## src/rtl/mult_datapath_taint_track_word.sv

```systemverilog
// Shift-add multiplier datapath (MD, MR, running sum) with word-granular taint tracking.
// Optional MULT_DP_PRODUCT_HOLD_EN: product comes from a register captured when product_valid rises.
module mult_datapath_taint_track_word #(
    parameter int unsigned WIDTH = 4
) (
    input  logic               clk,
    input  logic               rst,
    input  logic [WIDTH-1:0]   multiplicand,
    input  logic               multiplicand_t,
    input  logic [WIDTH-1:0]   multiplier,
    input  logic               multiplier_t,
    input  logic               rsload,
    input  logic               rsload_t,
    input  logic               rsclear,
    input  logic               rsclear_t,
    input  logic               rsshr,
    input  logic               rsshr_t,
    input  logic               mrld,
    input  logic               mrld_t,
    input  logic               mdld,
    input  logic               mdld_t,
    input  logic               productDone,
    input  logic               productDone_t,
    output logic [WIDTH-1:0]   multiplierReg,
    output logic               multiplierReg_t,
    output logic [2*WIDTH-1:0] product,
    output logic               product_t,
    output logic               product_valid,
    output logic               product_valid_t
);
    localparam int unsigned RsW = 2 * WIDTH + 1;

    logic [WIDTH-1:0] md_q, md_d, mr_q, mr_d;
    logic             md_t_q, md_t_d, mr_t_q, mr_t_d;
    logic [RsW-1:0]   rs_q, rs_d;
    logic             rs_t_q, rs_t_d;
    logic [WIDTH:0]   rs_hi_sum;
    logic             valid_q, valid_t_q;

    always_comb begin
        md_d   = mdld ? multiplicand : md_q;
        md_t_d = (mdld ? multiplicand_t : md_t_q) | mdld_t;
        mr_d   = mrld ? multiplier : mr_q;
        mr_t_d = (mrld ? multiplier_t : mr_t_q) | mrld_t;
    end

    always_comb begin
        rs_hi_sum = rs_q[2*WIDTH:WIDTH] + {1'b0, md_q};
        rs_d      = rs_q;
        if (rsclear) begin
            rs_d = '0;
        end else if (rsload) begin
            rs_d = {rs_hi_sum, rs_q[WIDTH-1:0]};
        end else if (rsshr) begin
            rs_d = {1'b0, rs_q[RsW-1:1]};
        end
    end

    // A tainted strobe taints RS regardless of its value; only a clean clear scrubs it.
    always_comb begin
        if (rsclear && !rsclear_t) begin
            rs_t_d = 1'b0;
        end else begin
            rs_t_d = rs_t_q | rsclear_t | rsload_t | (rsload & md_t_q) | rsshr_t;
        end
    end

    always_ff @(posedge clk) begin
        if (!rst) begin
            md_q      <= '0;
            md_t_q    <= 1'b0;
            mr_q      <= '0;
            mr_t_q    <= 1'b0;
            rs_q      <= '0;
            rs_t_q    <= 1'b0;
            valid_q   <= 1'b0;
            valid_t_q <= 1'b0;
        end else begin
            md_q      <= md_d;
            md_t_q    <= md_t_d;
            mr_q      <= mr_d;
            mr_t_q    <= mr_t_d;
            rs_q      <= rs_d;
            rs_t_q    <= rs_t_d;
            valid_q   <= productDone;
            valid_t_q <= productDone_t;
        end
    end

`ifdef MULT_DP_PRODUCT_HOLD_EN
    logic [2*WIDTH-1:0] prod_hold_q;
    logic               prod_hold_t_q;
    logic               capture;

    // Capture the post-final-shift sum on the same edge that raises product_valid.
    assign capture = productDone & ~valid_q;

    always_ff @(posedge clk) begin
        if (!rst) begin
            prod_hold_q   <= '0;
            prod_hold_t_q <= 1'b0;
        end else if (capture) begin
            prod_hold_q   <= rs_d[2*WIDTH-1:0];
            prod_hold_t_q <= rs_t_d;
        end
    end

    assign product   = prod_hold_q;
    assign product_t = prod_hold_t_q;
    logic unused_rs_msb;
    assign unused_rs_msb = rs_q[RsW-1];
`else
    assign product   = rs_q[2*WIDTH-1:0];
    assign product_t = rs_t_q;
    logic unused_rs_msb;
    assign unused_rs_msb = rs_q[RsW-1];
`endif

    assign multiplierReg   = mr_q;
    assign multiplierReg_t = mr_t_q;
    assign product_valid   = valid_q;
    assign product_valid_t = valid_t_q;

endmodule

```

## config.mk

```make
export PLATFORM = sky130hd
export DESIGN_NAME = mult_datapath_taint_track_word
export DESIGN_NICKNAME = d
export VERILOG_FILES = /design/src/rtl/mult_datapath_taint_track_word.sv
export SDC_FILE = /design/constraint.sdc
export NUM_CORES = 1
export LEC_CHECK = 0
export BUFFER_PORTS_ARGS = -buffer_cell sky130_fd_sc_hd__buf_4
export CORE_MARGIN = 5
export CORE_UTILIZATION = 43
export CTS_BUF_LIST = sky130_fd_sc_hd__clkbuf_8 sky130_fd_sc_hd__clkbuf_16
export CTS_CLUSTER_DIAMETER = 80
export DETAILED_ROUTE_END_ITERATION = 12
export PLACE_DENSITY = 0.82
export SETUP_SLACK_MARGIN = 0.15
export SYNTH_ARGS = -nofsm -noshare
export SYNTH_HDL_FRONTEND = slang
export SYNTH_SLANG_ARGS = --single-unit
```

## constraint.sdc

```tcl
create_clock -name clk -period 1.8 [get_ports clk]
set_input_delay 0.09 -clock clk [delete_from_list [all_inputs] [get_ports clk]]
set_output_delay 0.09 -clock clk [all_outputs]
set_load 0.1 [all_outputs]
```

**Word level (Yosys, flattened, before mapping)**

Cells that the tools add are included.
Widths: inputs -> output; s select.

- $add $sub $neg: 1
- Multiplexer cells: 4
- Bitwise operators: 9
- Reductions and logical operators: 6

Operators with widths:

| operator | count |
|---|---|
| $mux 9 | 2 |
| $or 1x1->1 | 6 |
| $add 5x4->5 | 1 |
| $reduce_or 2->1 | 2 |
| $mux 1 | 2 |
| $not 1->1 | 2 |
| $reduce_and 2->1 | 1 |
| $reduce_bool 2->1 | 1 |
| $and 1x1->1 | 1 |
| $logic_and 1x1->1 | 1 |
| $logic_not 1->1 | 1 |

- Bits in registers: 22
- Input bits: 24
- Output and inout bits: 16
- Word-level logic and storage cells: 29

**Logic depth before layout (Yosys ltp)**

Gate-level depths: netlist of run 1.

- Depth in word-level cells: 4
- Gate-level depth with buffers: 7
- Gate-level depth less buffers: 7

**Worst setup path before layout of run 1**

No wires, ideal clock.

- Path type: register to register
- Start: register rs_q[4]
- End: register rs_q[8]
- Library setup time: 0.067 ns
- Data arrival time: 1.641 ns
- Required time: 1.733 ns
- Path slack: 0.092 ns
- Cell stages (with the launch flop): 8
- Buffers on the path: 0
- Clock period less this slack: 1.708 ns
- Cells stage by stage: dfxtp_1 > ha_1 > inv_1 > fa_1 > nand2b_1 > a21oi_1 > mux2_2 > a21oi_2

- Word-level cells in the longest chain between the ends: 2

RTL lines:

| element | RTL line | source |
|---|---|---|
| start: declaration | 35 | `logic [RsW-1:0] rs_q, rs_d;` |
| start signal: assignment | 83 | `rs_q <= rs_d;` |
| $add 5x4->5 | 48 | `rs_hi_sum = rs_q[2*WIDTH:WIDTH] + {1'b0, md_q};` |
| $mux 9 | 52 | `end else if (rsload) begin` |

No other way between the ends.
A chain may end at the register's enable or synchronous reset.

**Worst setup path in the final report of run 1**

Ends and elaborated chain as after synthesis.

==> impl_results.md, run 1 <==
* H-tree levels at 1
* Critical path class: reg2reg
* Synth cell types at 26
* Max-slew violation count at 0
* Actual slew at the worst max-slew pin at about 0.36 ns
* GRT overflow at 0
* Post-place setup slack at between 0.07 and 0.08 ns
* Leading cell types by total area after synthesis: dfxtp_1, mux2i_1, buf_4
* Global-route wire length before repair at 3930 um
* Worst Path Required at around 2.0 ns
* Boundary Pins at 40
* Flops & latches, synth at 22
* Final Hold Vio Count at 0
* Total power at ~1.2 mW
* First-pass iteration count of the detailed router at 4
* Final GP Congestion at approximately 0.8
* DR iter-0 viols at 32
* Pint at 897 uW
* Register-to-register setup slack at roughly 0.13 ns
* Count of flip-flops with a built-in enable after synthesis at 0
* Top cell type by total area after synthesis: dfxtp_1
* CTS Buf Count at 3
* Worst clock skew at 0.00574 ns
* Asr flop ratio synth at 0%
* Die X at about 60 um
* Worst Hold Launch: mrld_t
* Clock transition at the registers of the reported paths at around 0.080 ns
* Die height at 60.1 um
* R2r endpoint: rs_q[8]
* Layout area overhead at 33.2%
* Vias in the first global route at between 800 and 900
* Most used DFF post-synth: dfxtp_1
* VDD IR max at roughly 0.62 mV
* HP Class: in2reg
* Filler cells at ~210
* Root buffer cell: clkbuf_8
* Switching power at 337 uW
* Final #Nets at around 170
* Synth top area share at 40.8%
* DRC viols at 0
* Via count at ~840
* Max transition margin at roughly three quarters
* # diodes at 0
* Post-Syn Area per Cell at approximately 10 um2
* Seq/Total Area, Yosys at between 40% and 50%
* CP endpoint kind: flip-flop
* CP Launch Type: flip-flop
* Core ar. at approximately 0.0024 mm2
* RSZ-0062 raised after global routing: true
* Port Buffers at 39
* Post-route setup slack at ~0.13 ns
* Via density at 4.96
* Maxcap violations at 0
* Period utilization at between 90% and 100%
* Synth warn at 0
* Max clock buf depth at 2
* Largest net degree at the start of global routing at 15
* Syn Inst Count at roughly 110
* Switch share at 27.3%
* Worst-path fanout max at 2
* Total GRT Usage at between 10% and 20%
* Worst skew pair latency at around 0.27 ns
* TritonCTS clock tree: yes
* Wirelength per Cell at between 10 and 15 um
* R2R depth at 7
* Row count at 18
* Comb pwr share at between 20% and 30%
* Starting Density at between 40% and 50%
* Register area at 444 um2
* Post-Syn Area at 0.00108 mm2
* Post-DP HPWL at 1730 um
* Initial antenna violation count at 0
* Overall routed net length at roughly 2300 um
* Setup TNS at 0 ns
* Worst setup endpoint: rs_q[8]
* Final ANT Viol Nets at 0
* Die ar. at 0.00361 mm2
* Worst Setup SP: rs_q[4]
* # setup viols final at 0
* Share of cells above drive strength 1 at 42.4%
* Part of the power in registers at 42.2%
* CTS sink cnt at 22
* P per Cell Area at between 800 and 900 mW/mm2
* Multi-input logic area at 557 um2
* Post-synth top cells: dfxtp_1, mux2i_1, nor2_1, nor2b_1, buf_4
* RR Startpoint: rs_q[4]
* Final min period at 1.67 ns
* Crit path DAT at around 1.9 ns
* Leakage power at approximately 0.64 nW
* Status: finished, final reports clean
* Fmax at 0.599 GHz
* Worst hold margin at ~0.025 ns
* Clock power share at 37.0%
* Cell with the most instances after synthesis: dfxtp_1
* Syn_nets at approximately 140
==> per-layer routing <==
metal	track usage [%]	share of wire, %
met2	23.1	47
met5	0	0
met1	17.1	39
met4	10.8	2.9
met3	5.83	11
==> flip-flops by register name, summed over array words and instances (netlist names) <==
register and cells:
multiplierReg_t 1, product_t 1, rs_q 9, product_valid_t 1, md_q 4, md_t_q 1, multiplierReg 4, product_valid 1
==> metrics by stage <==
stage / util (%) / cell area [um2] / instances
CTS: 58.4 / 1420 / 168
detailed placement: 53.8 / 1310 / 162
global route: 59.1 / 1440 / 169
global placement: 53.8 / 1310 / 162
floorplan: - / 1080 / 108
finish: 59.1 / 1440 / 169
==> critical path, cell delays in order (launching register included) <==
cell,delay (ns)
dfxtp_2,0.36
ha_4,0.14
inv_1,0.05
fa_2,0.34
nand2b_4,0.15
a21oi_4,0.13
mux2_4,0.32
a21oi_2,0.11
==> logic make-up (layout without fill, tap and decap cells) <==
kind of cell | Yosys count | count (layout) | share of synthesized area (%)
muxes | 16 | 16 | 15.2
DFF | 22 | 22 | 40.8
adders and majority gates | 5 | 5 | 6.50
and+or+nand+nor | 32 | 32 | 16.6
AOI/OAI and AO/OA | 14 | 14 | 9.05
xor gates and xnor gates | 1 | 1 | 0.812
buffers and inverters | 18 | 49 | 11.0
==> power groups by stage <==
stage | Combinational (mW) | Sequential, mW | Clock, mW
after global routing | 0.272 | 0.524 | 0.498
after global placement | 0.244 | 0.531 | 0
after detailed placement | 0.250 | 0.532 | 0
after floorplan | 0.108 | 0.609 | 0
after CTS | 0.255 | 0.521 | 0.477
final | 0.256 | 0.522 | 0.457
==> placed cells by master, fill, tap and decap left out, drive strengths merged <==
cell type and instances:
bufinv 1, and2 2, or3b 1, and2b 1
and4b 1, nand3 1, inv 3, a21oi 5
clkbuf 3, mux2i 13, a2111oi 1, fa 1
xor2 1, buf 42, nor2b 10, o21a 3
nor4 1, dfxtp 22, ha 4, a211oi 5
nand2b 3, mux2 3, nand2 2, nor2 10
==> layout make-up <==
cell class	instances	share of cell area, %
flip-flops and latches	22	30.9
well taps	30	2.61
inverters	3	0.784
clock buffers	3	2.87
clock inverters	1	2.09
repair buffers	42	22.0
multi-input cells	68	38.8
==> worst min-delay path by stage <==
stage / cells past startpoint / slack (ns) / to
after detailed placement: 2 / 0.30 / product_valid_t
final: 2 / 0.03 / multiplierReg_t
after floorplan: 1 / 0.21 / md_t_q
after global routing: 2 / 0.01 / product_valid
after CTS: 2 / 0.02 / multiplierReg_t
after global placement: 2 / 0.30 / md_t_q
==> timing repair <==
| action | CTS | global route |
|---|---|---|
| endpoints found under the setup margin | 1 | 1 |
| hold buffers | 0 | 0 |
| setup buffers | 2 | 1 |
| gates resized for setup | 5 | 2 |
| pin swaps | 2 | 2 |
| gates cloned | 0 | 0 |
Power figures use the tool's default switching activity.
==> inputs of run 2 (changes only) <==
--- a/config.mk
+++ b/config.mk
@@ -5,13 +5,14 @@
 export SDC_FILE = /design/constraint.sdc
 export NUM_CORES = 1
 export LEC_CHECK = 0
+export ABC_AREA = 1
 export BUFFER_PORTS_ARGS = -buffer_cell sky130_fd_sc_hd__buf_4
 export CORE_MARGIN = 5
-export CORE_UTILIZATION = 43
+export CORE_UTILIZATION = 42
 export CTS_BUF_LIST = sky130_fd_sc_hd__clkbuf_8 sky130_fd_sc_hd__clkbuf_16
 export CTS_CLUSTER_DIAMETER = 80
 export DETAILED_ROUTE_END_ITERATION = 12
-export PLACE_DENSITY = 0.82
+export PLACE_DENSITY = 0.81
 export SETUP_SLACK_MARGIN = 0.15
 export SYNTH_ARGS = -nofsm -noshare
 export SYNTH_HDL_FRONTEND = slang
==> impl_results.md, run 2 <==
* Flops & latches, synth at 22 (unchanged)
* Post-Syn Area at 0.00104 mm2 (-3.5%)
* CP bufs+invs at 2 (+1)
* Crit-path slowest cell: dfxtp_2
* CP Cell Sequence: ha_2, inv_1, fa_1, inv_1, nand3_1, nand2_1, nand3_1, nand2_1, nor2_1
* CTS Buf Count at 3 (unchanged)
* Worst-path fanout max at 4 (+2)
* Critical path class: reg2reg
* DRC viols at 0 (unchanged)
* Wirelength per Cell at 12.1 um (-12%)
* RSZ-0062 raised after global routing: false
* Clock transition at the registers of the reported paths at 0.08 ns (about the same)
* H-tree levels at 1 (unchanged)
* Final GP Congestion at 0.725 (-8.6%)
* Via density at 4.85 (-2.4%)
* # setup viols final at 0 (unchanged)
* Core ar. at 0.00243 mm2 (unchanged)
* Fmax at 0.658 GHz (+9.7%)
* Synth warn at 0 (unchanged)
* Initial antenna violation count at 0 (unchanged)
* Max transition margin at 81.2% (+5.7 points)
* Part of the power in registers at 45.1% (+2.9 points)
* Final min period at 1.52 ns (-0.148 ns)
* Dpl cell area at 0.00131 mm2 (about the same)
* Total power at 1.17 mW (-5.6%)
* Final Hold Vio Count at 0 (unchanged)
* Switching power at 374 uW (+11%)
* Crit-path leading delay family: adder cells
* TritonCTS clock tree: yes
* CP Launch Type: flip-flop
* Root buffer cell: clkbuf_8
* Die X at 59.8 um (-0.49%)
* Final Instance Area at 0.00138 mm2 (-4.3%)
* Port Buffers at 39 (unchanged)
* GRT overflow at 0 (unchanged)
* Max FFs per register at 9 (unchanged)
* Starting Density at 42.8% (-1.5 points)
* Total GRT Usage at 15.5% (+0.35 points)
* Worst skew pair latency at 0.26 ns (about the same)
* Syn Inst Count at 138 (+28%)
* Post-Syn Area per Cell at 7.54 um2 (-24%)
* Vias in the first global route at 961 (+12%)
* Most frequent cells in the layout: buf_4, nor2_1, dfxtp_1
* Actual slew at the worst max-slew pin at 0.284 ns (-0.0743 ns)
* Layout area overhead at 32.1%
* Crit path DAT at 1.68 ns (-0.19 ns)
* Period utilization at 84.5% (-8.2 points)
* Global-route wire length before repair at 4070 um (+3.5%)
* Biggest register: rs_q
* Seq/Total Area, Yosys at 42.3% (+1.5 points)
* Switch share at 32.1% (+4.7 points)
* VDD IR max at 0.658 mV (+5.5%)
* Clock power share at 30.6% (-6.4 points)
* Row count at 18 (unchanged)
* Share of cells above drive strength 1 at 29.5% (-13 points)
* First-pass iteration count of the detailed router at 4 (unchanged)
* CTS sink cnt at 22 (unchanged)
* Most used DFF post-synth: dfxtp_1
* DR iter-0 viols at 20 (-38%)
* Comb pwr share at 24.3% (+3.6 points)
* Post-synth top cells: dfxtp_1, nor2_1, inv_1
* Setup bufs post-CTS at 0 (-2)
* Synth top area share at 42.3% (+1.5 points)
* Top cell type by total area after synthesis: dfxtp_1
* Final ANT Viol Nets at 0 (unchanged)
* Die ar. at 0.00357 mm2 (-0.98%)
* Boundary Pins at 40 (unchanged)
* Synth cell types at 22 (-15%)
* Most common cell after layout, fill and taps aside: buf_4
* Maxcap violations at 0 (unchanged)
* HP Class: in2reg
* Via count at 984 (+17%)
* Pint at 792 uW (-12%)
* CP endpoint kind: flip-flop
* Max-slew violation count at 0 (unchanged)
* Max clock buf depth at 2 (unchanged)
* Worst Path Required at 1.96 ns (-0.04 ns)
* Leakage power at 0.699 nW (+9.8%)
* Final core occ at 56.5% (-2.5 points)
* Status: finished, final reports clean
* Worst hold margin at 0.0112 ns (-0.0140 ns)
* Leading cell types by total area after synthesis: dfxtp_1, o21ai_0, nor2_1
* P per Cell Area at 847 mW/mm2 (-1.4%)
* # diodes at 0 (unchanged)
* Worst clock skew at 0.00623 ns (+0.000493 ns)
* Overall routed net length at 2450 um (+5.7%)
* Final #Nets at 203 (+20%)
* Count of flip-flops with a built-in enable after synthesis at 0 (unchanged)
* Setup TNS at 0 ns (unchanged)
* Die height at 59.8 um (-0.49%)
* Syn_nets at 167 (+22%)
* CP peak stage delay at 0.36 ns (about the same)
* Filler cells at 225 (+8.2%)
* Asr flop ratio synth at 0% (unchanged)
* Largest net degree at the start of global routing at 15 (unchanged)
* Post-DP HPWL at 2000 um (+16%)
==> run 2: cell count changes in the layout (fill, tap and decap cells not counted), moves of 3 or more <==
| cell | previous run | this run |
|---|---|---|
| inv_1 | 3 | 20 |
| o21ai_0 | 0 | 17 |
| nand2_1 | 2 | 17 |
| mux2i_1 | 13 | 0 |
| nor2_1 | 10 | 22 |
| nor2b_1 | 10 | 0 |
| nand3_1 | 1 | 6 |
| a211oi_1 | 5 | 1 |
| a21oi_1 | 3 | 6 |
| buf_4 | 42 | 39 |
| o21a_1 | 3 | 0 |
==> run 2: final cells by class <==
type	count	area [um2]	share of cell area, %
Multi-Input combinational cell	85	453	32.9
Sequential cell	22	442	32.1
Timing Repair Buffer	40	303	22.0
Inverter	22	85.1	6.19
Clock buffer	4	55.1	4.00
Tap cell	30	37.5	2.73
==> run 2: routing by layer <==
layer  up-vias  track usage (%)  share of wire (%)
met1       431             16.5                 40
met2        45             25.8                 47
met4         0             7.59                1.8
met5         -                0                  0
met3         5             6.91                 11
li1        503                -                  -
==> run 2: power by group through the flow <==
stage          Combinational (mW)  Clock (mW)  Sequential [mW]
6_report                    0.283       0.357            0.526
5_1_grt                     0.303       0.384            0.529
4_1_cts                     0.284       0.369            0.525
3_5_place_dp                0.281           0            0.537
3_3_place_gp                0.273           0            0.535
2_1_floorplan               0.111           0            0.622
==> run 2: path summary, 6_finish.rpt <==
check | from | end | slack, ns | cells past startpoint
max | rs_q[4] | rs_q[8] | 0.28 | 9
min | productDone_t | product_valid_t | 0.01 | 3
max reg2reg | rs_q[4] | rs_q[8] | 0.28 | 9
min reg2reg | rs_q[3] | rs_q[3] | 0.48 | 2
==> run 2: repair_timing <==
item | CTS | global route
resized for setup | 0 | 2
hold buffers | 1 | 0
endpoints found under the setup margin | 0 | 1
hold endpoints to repair | 1 | 0
==> run 2: worst register-to-register path, cell delays in order (launching register included) <==
cell and delay [ns]:
dfxtp_2 0.36, ha_2 0.20, inv_1 0.06, fa_1 0.36
inv_1 0.09, nand3_1 0.08, nand2_1 0.10, nand3_1 0.07
nand2_1 0.06, nor2_1 0.04
==> run 2: stage by stage <==
stage,instances,setup WS [ns]
6_report,203,0.280
4_1_cts,203,0.251
5_1_grt,203,0.183
3_3_place_gp,198,0.369
3_5_place_dp,198,0.258
2_1_floorplan,138,0.402
==> run 2: logic make-up (layout without fill, tap and decap cells) <==
| kind of cell | Yosys count | in the layout | synth area share [%] |
|---|---|---|---|
| and+or+nand+nor | 50 | 50 | 20.7 |
| buffers and inverters | 31 | 66 | 14.4 |
| AOI/OAI and AO/OA | 29 | 29 | 14.8 |
| DFF | 22 | 22 | 42.3 |
| adders and majority gates | 5 | 5 | 6.73 |
| muxes | 1 | 1 | 1.08 |
==> inputs of run 3 (changes only) <==
--- a/config.mk
+++ b/config.mk
@@ -5,14 +5,14 @@
 export SDC_FILE = /design/constraint.sdc
 export NUM_CORES = 1
 export LEC_CHECK = 0
-export ABC_AREA = 1
+export ABC_AREA = 0
 export BUFFER_PORTS_ARGS = -buffer_cell sky130_fd_sc_hd__buf_4
 export CORE_MARGIN = 5
-export CORE_UTILIZATION = 42
+export CORE_UTILIZATION = 48
 export CTS_BUF_LIST = sky130_fd_sc_hd__clkbuf_8 sky130_fd_sc_hd__clkbuf_16
 export CTS_CLUSTER_DIAMETER = 80
 export DETAILED_ROUTE_END_ITERATION = 12
-export PLACE_DENSITY = 0.81
+export PLACE_DENSITY = 0.86
 export SETUP_SLACK_MARGIN = 0.15
 export SYNTH_ARGS = -nofsm -noshare
 export SYNTH_HDL_FRONTEND = slang
==> constraint.sdc (replaced) <==
create_clock -name clk -period 1.57 [get_ports clk]
set_input_delay 0.0785 -clock clk [delete_from_list [all_inputs] [get_ports clk]]
set_output_delay 0.0785 -clock clk [all_outputs]
set_load 0.1 [all_outputs]
==> impl_results.md, run 3 (synthesized netlist as in run 1, its figures left out) <==
* Final core occ at 66.1% (+9.6 points)
* Overall routed net length at 2150 um (-12%)
* Non-Filler Instances at 170 (-16%)
* First-pass iteration count of the detailed router at 4 (unchanged)
* P per Cell Area at 900 mW/mm2 (+6.2%)
* Final #Nets at 172 (-15%)
* Leakage power at 0.643 nW (-8.0%)
* Die X at 57.4 um (-4.0%)
* GR peak layer: met2
* Largest net degree at the start of global routing at 15 (unchanged)
* Cts hold-fix bufs at 0 (-1)
* CTS sink cnt at 22 (unchanged)
* Most frequent cells in the layout: buf_4, dfxtp_1, mux2i_1
* M2 GR Usage at 22.3% (-3.5 points)
* Layout area overhead at 32.9%
* Port Buffers at 39 (unchanged)
* Wirelength per Cell at 12.7 um (+4.7%)
* Worst skew pair latency at 0.26 ns (about the same)
* Fmax at 0.616 GHz (-6.3%)
* Worst Setup SP: rs_q[4]
* Worst Hold Launch: productDone_t
* Global-route wire length before repair at 3630 um (-11%)
* Max transition margin at 72.5% (-8.8 points)
* Maxcap violations at 0 (unchanged)
* Post-route setup slack at -0.0522 ns (-0.332 ns)
* Post-DP HPWL at 1670 um (-17%)
* Worst hold path endpoint: product_valid_t
* Status: finished, violations left
* Worst-path fanout max at 2 (-2)
* Via density at 4.92 (+1.5%)
* Register-to-register setup slack at -0.05 ns (-0.33 ns)
* RR Startpoint: rs_q[4]
* Boundary Pins at 40 (unchanged)
* H-tree levels at 1 (unchanged)
* GRT overflow at 0 (unchanged)
* Most common cell after layout, fill and taps aside: buf_4
* Worst clock skew at 0.00270 ns (-0.00353 ns)
* DRC viols at 0 (unchanged)
* Max FFs per register at 9 (unchanged)
* VDD IR max at 0.660 mV (+0.34%)
* Final Hold Vio Count at 0 (unchanged)
* Critical path class: reg2reg
* Biggest register: rs_q
* Period utilization at 103% (+19 points)
* CP endpoint kind: flip-flop
* Die ar. at 0.00329 mm2 (-7.8%)
* TritonCTS clock tree: yes
* Via count at 836 (-15%)
* DR iter-0 viols at 9 (-55%)
* Crit path DAT at 1.82 ns (+0.14 ns)
* Max-slew violation count at 0 (unchanged)
* Vias in the first global route at 873 (-9.2%)
* Share of cells above drive strength 1 at 44.4% (+15 points)
* Setup TNS at -0.0522 ns (-0.0522 ns)
* Worst Path Required at 1.77 ns (-0.19 ns)
* Violated checks: negative setup slack
* CP Launch Type: flip-flop
* HP Class: in2reg
* Row count at 17 (-1)
* Placed Cells at 163 (-18%)
* Final GP Congestion at 0.799 (+10%)
* CTS Buf Count at 3 (unchanged)
* Root buffer cell: clkbuf_8
* GR Layer Usage met1 at 16.3% (-0.26 points)
* # setup viols final at 1 (+1)
* Actual slew at the worst max-slew pin at 0.403 ns (+0.119 ns)
* Initial antenna violation count at 0 (unchanged)
* Max clock buf depth at 2 (unchanged)
* Core ar. at 0.00217 mm2 (-11%)
* R2R depth at 7 (-2)
* Die height at 57.4 um (-4.0%)
* Final min period at 1.62 ns (+0.102 ns)
* R2r endpoint: rs_q[8]
* Final ANT Viol Nets at 0 (unchanged)
* Clock transition at the registers of the reported paths at 0.08 ns (about the same)
* Total GRT Usage at 13.9% (-1.5 points)
* RSZ-0062 raised after global routing: true
* Fraction of met3 tracks used by global routing at 5.20% (-1.7 points)
* Worst Hold Depth at 2 (-1)
* Starting Density at 49.7% (+6.9 points)
* # diodes at 0 (unchanged)
-- run 3: worst max-delay path by stage --
| stage | to | cells past startpoint |
|---|---|---|
| floorplan | rs_q[8] | 7 |
| global placement | rs_q[8] | 7 |
| detailed placement | rs_q[8] | 7 |
| CTS | rs_q[8] | 7 |
| global route | rs_q[8] | 7 |
| finish | rs_q[8] | 7 |
-- run 3: final cells by class --
type | instances | area (um2)
timing repair buffer | 45 | 338
sequential | 22 | 443
inverter | 3 | 11.3
fill | 186 | 736
multi-input combinational | 68 | 552
tap | 28 | 35.0
clock buffer | 4 | 55.1
-- run 3: stage by stage --
step	hold slack, ns	power, mW	worst slack (ns)	cell area [um2]
2_1_floorplan	0.202	0.825	-0.0350	1110
3_3_place_gp	0.286	0.895	-0.0392	1350
3_5_place_dp	0.288	0.902	-0.0784	1350
4_1_cts	0.0160	1.30	-0.0464	1420
5_1_grt	0.0155	1.35	-0.103	1430
6_report	0.0211	1.29	-0.0522	1430
-- run 3: report_power, final --
group / internal [mW] / switching, mW / leakage, nW
clock: 0.223 / 0.176 / 0.0288
combinational: 0.107 / 0.186 / 0.433
sequential: 0.583 / 0.0146 / 0.182
total: 0.913 / 0.377 / 0.643
-- run 3: critical path, stage by stage (launching register included) --
cell and delay (ns):
dfxtp_2 0.36, ha_4 0.14, inv_2 0.03, fa_2 0.33
nand2b_4 0.15, a21oi_2 0.13, mux2_4 0.31, a21oi_2 0.10
-- run 3: per-layer routing --
layer  vias up  part of all wire [%]  routed length [um]
met2        30                    46                 987
li1        423                     -                   -
met5         -                     0                   0
met4         0                  0.65                  14
met3         2                   9.9                 214
met1       381                    43                 935
-- run 3: timing repair --
item | 4_1_cts | 5_1_grt
cloned | 0 | 0
setup endpoints to repair | 2 | 3
buffers inserted | 2 | 1
gates resized for setup | 0 | 1
pin swaps | 4 | 0
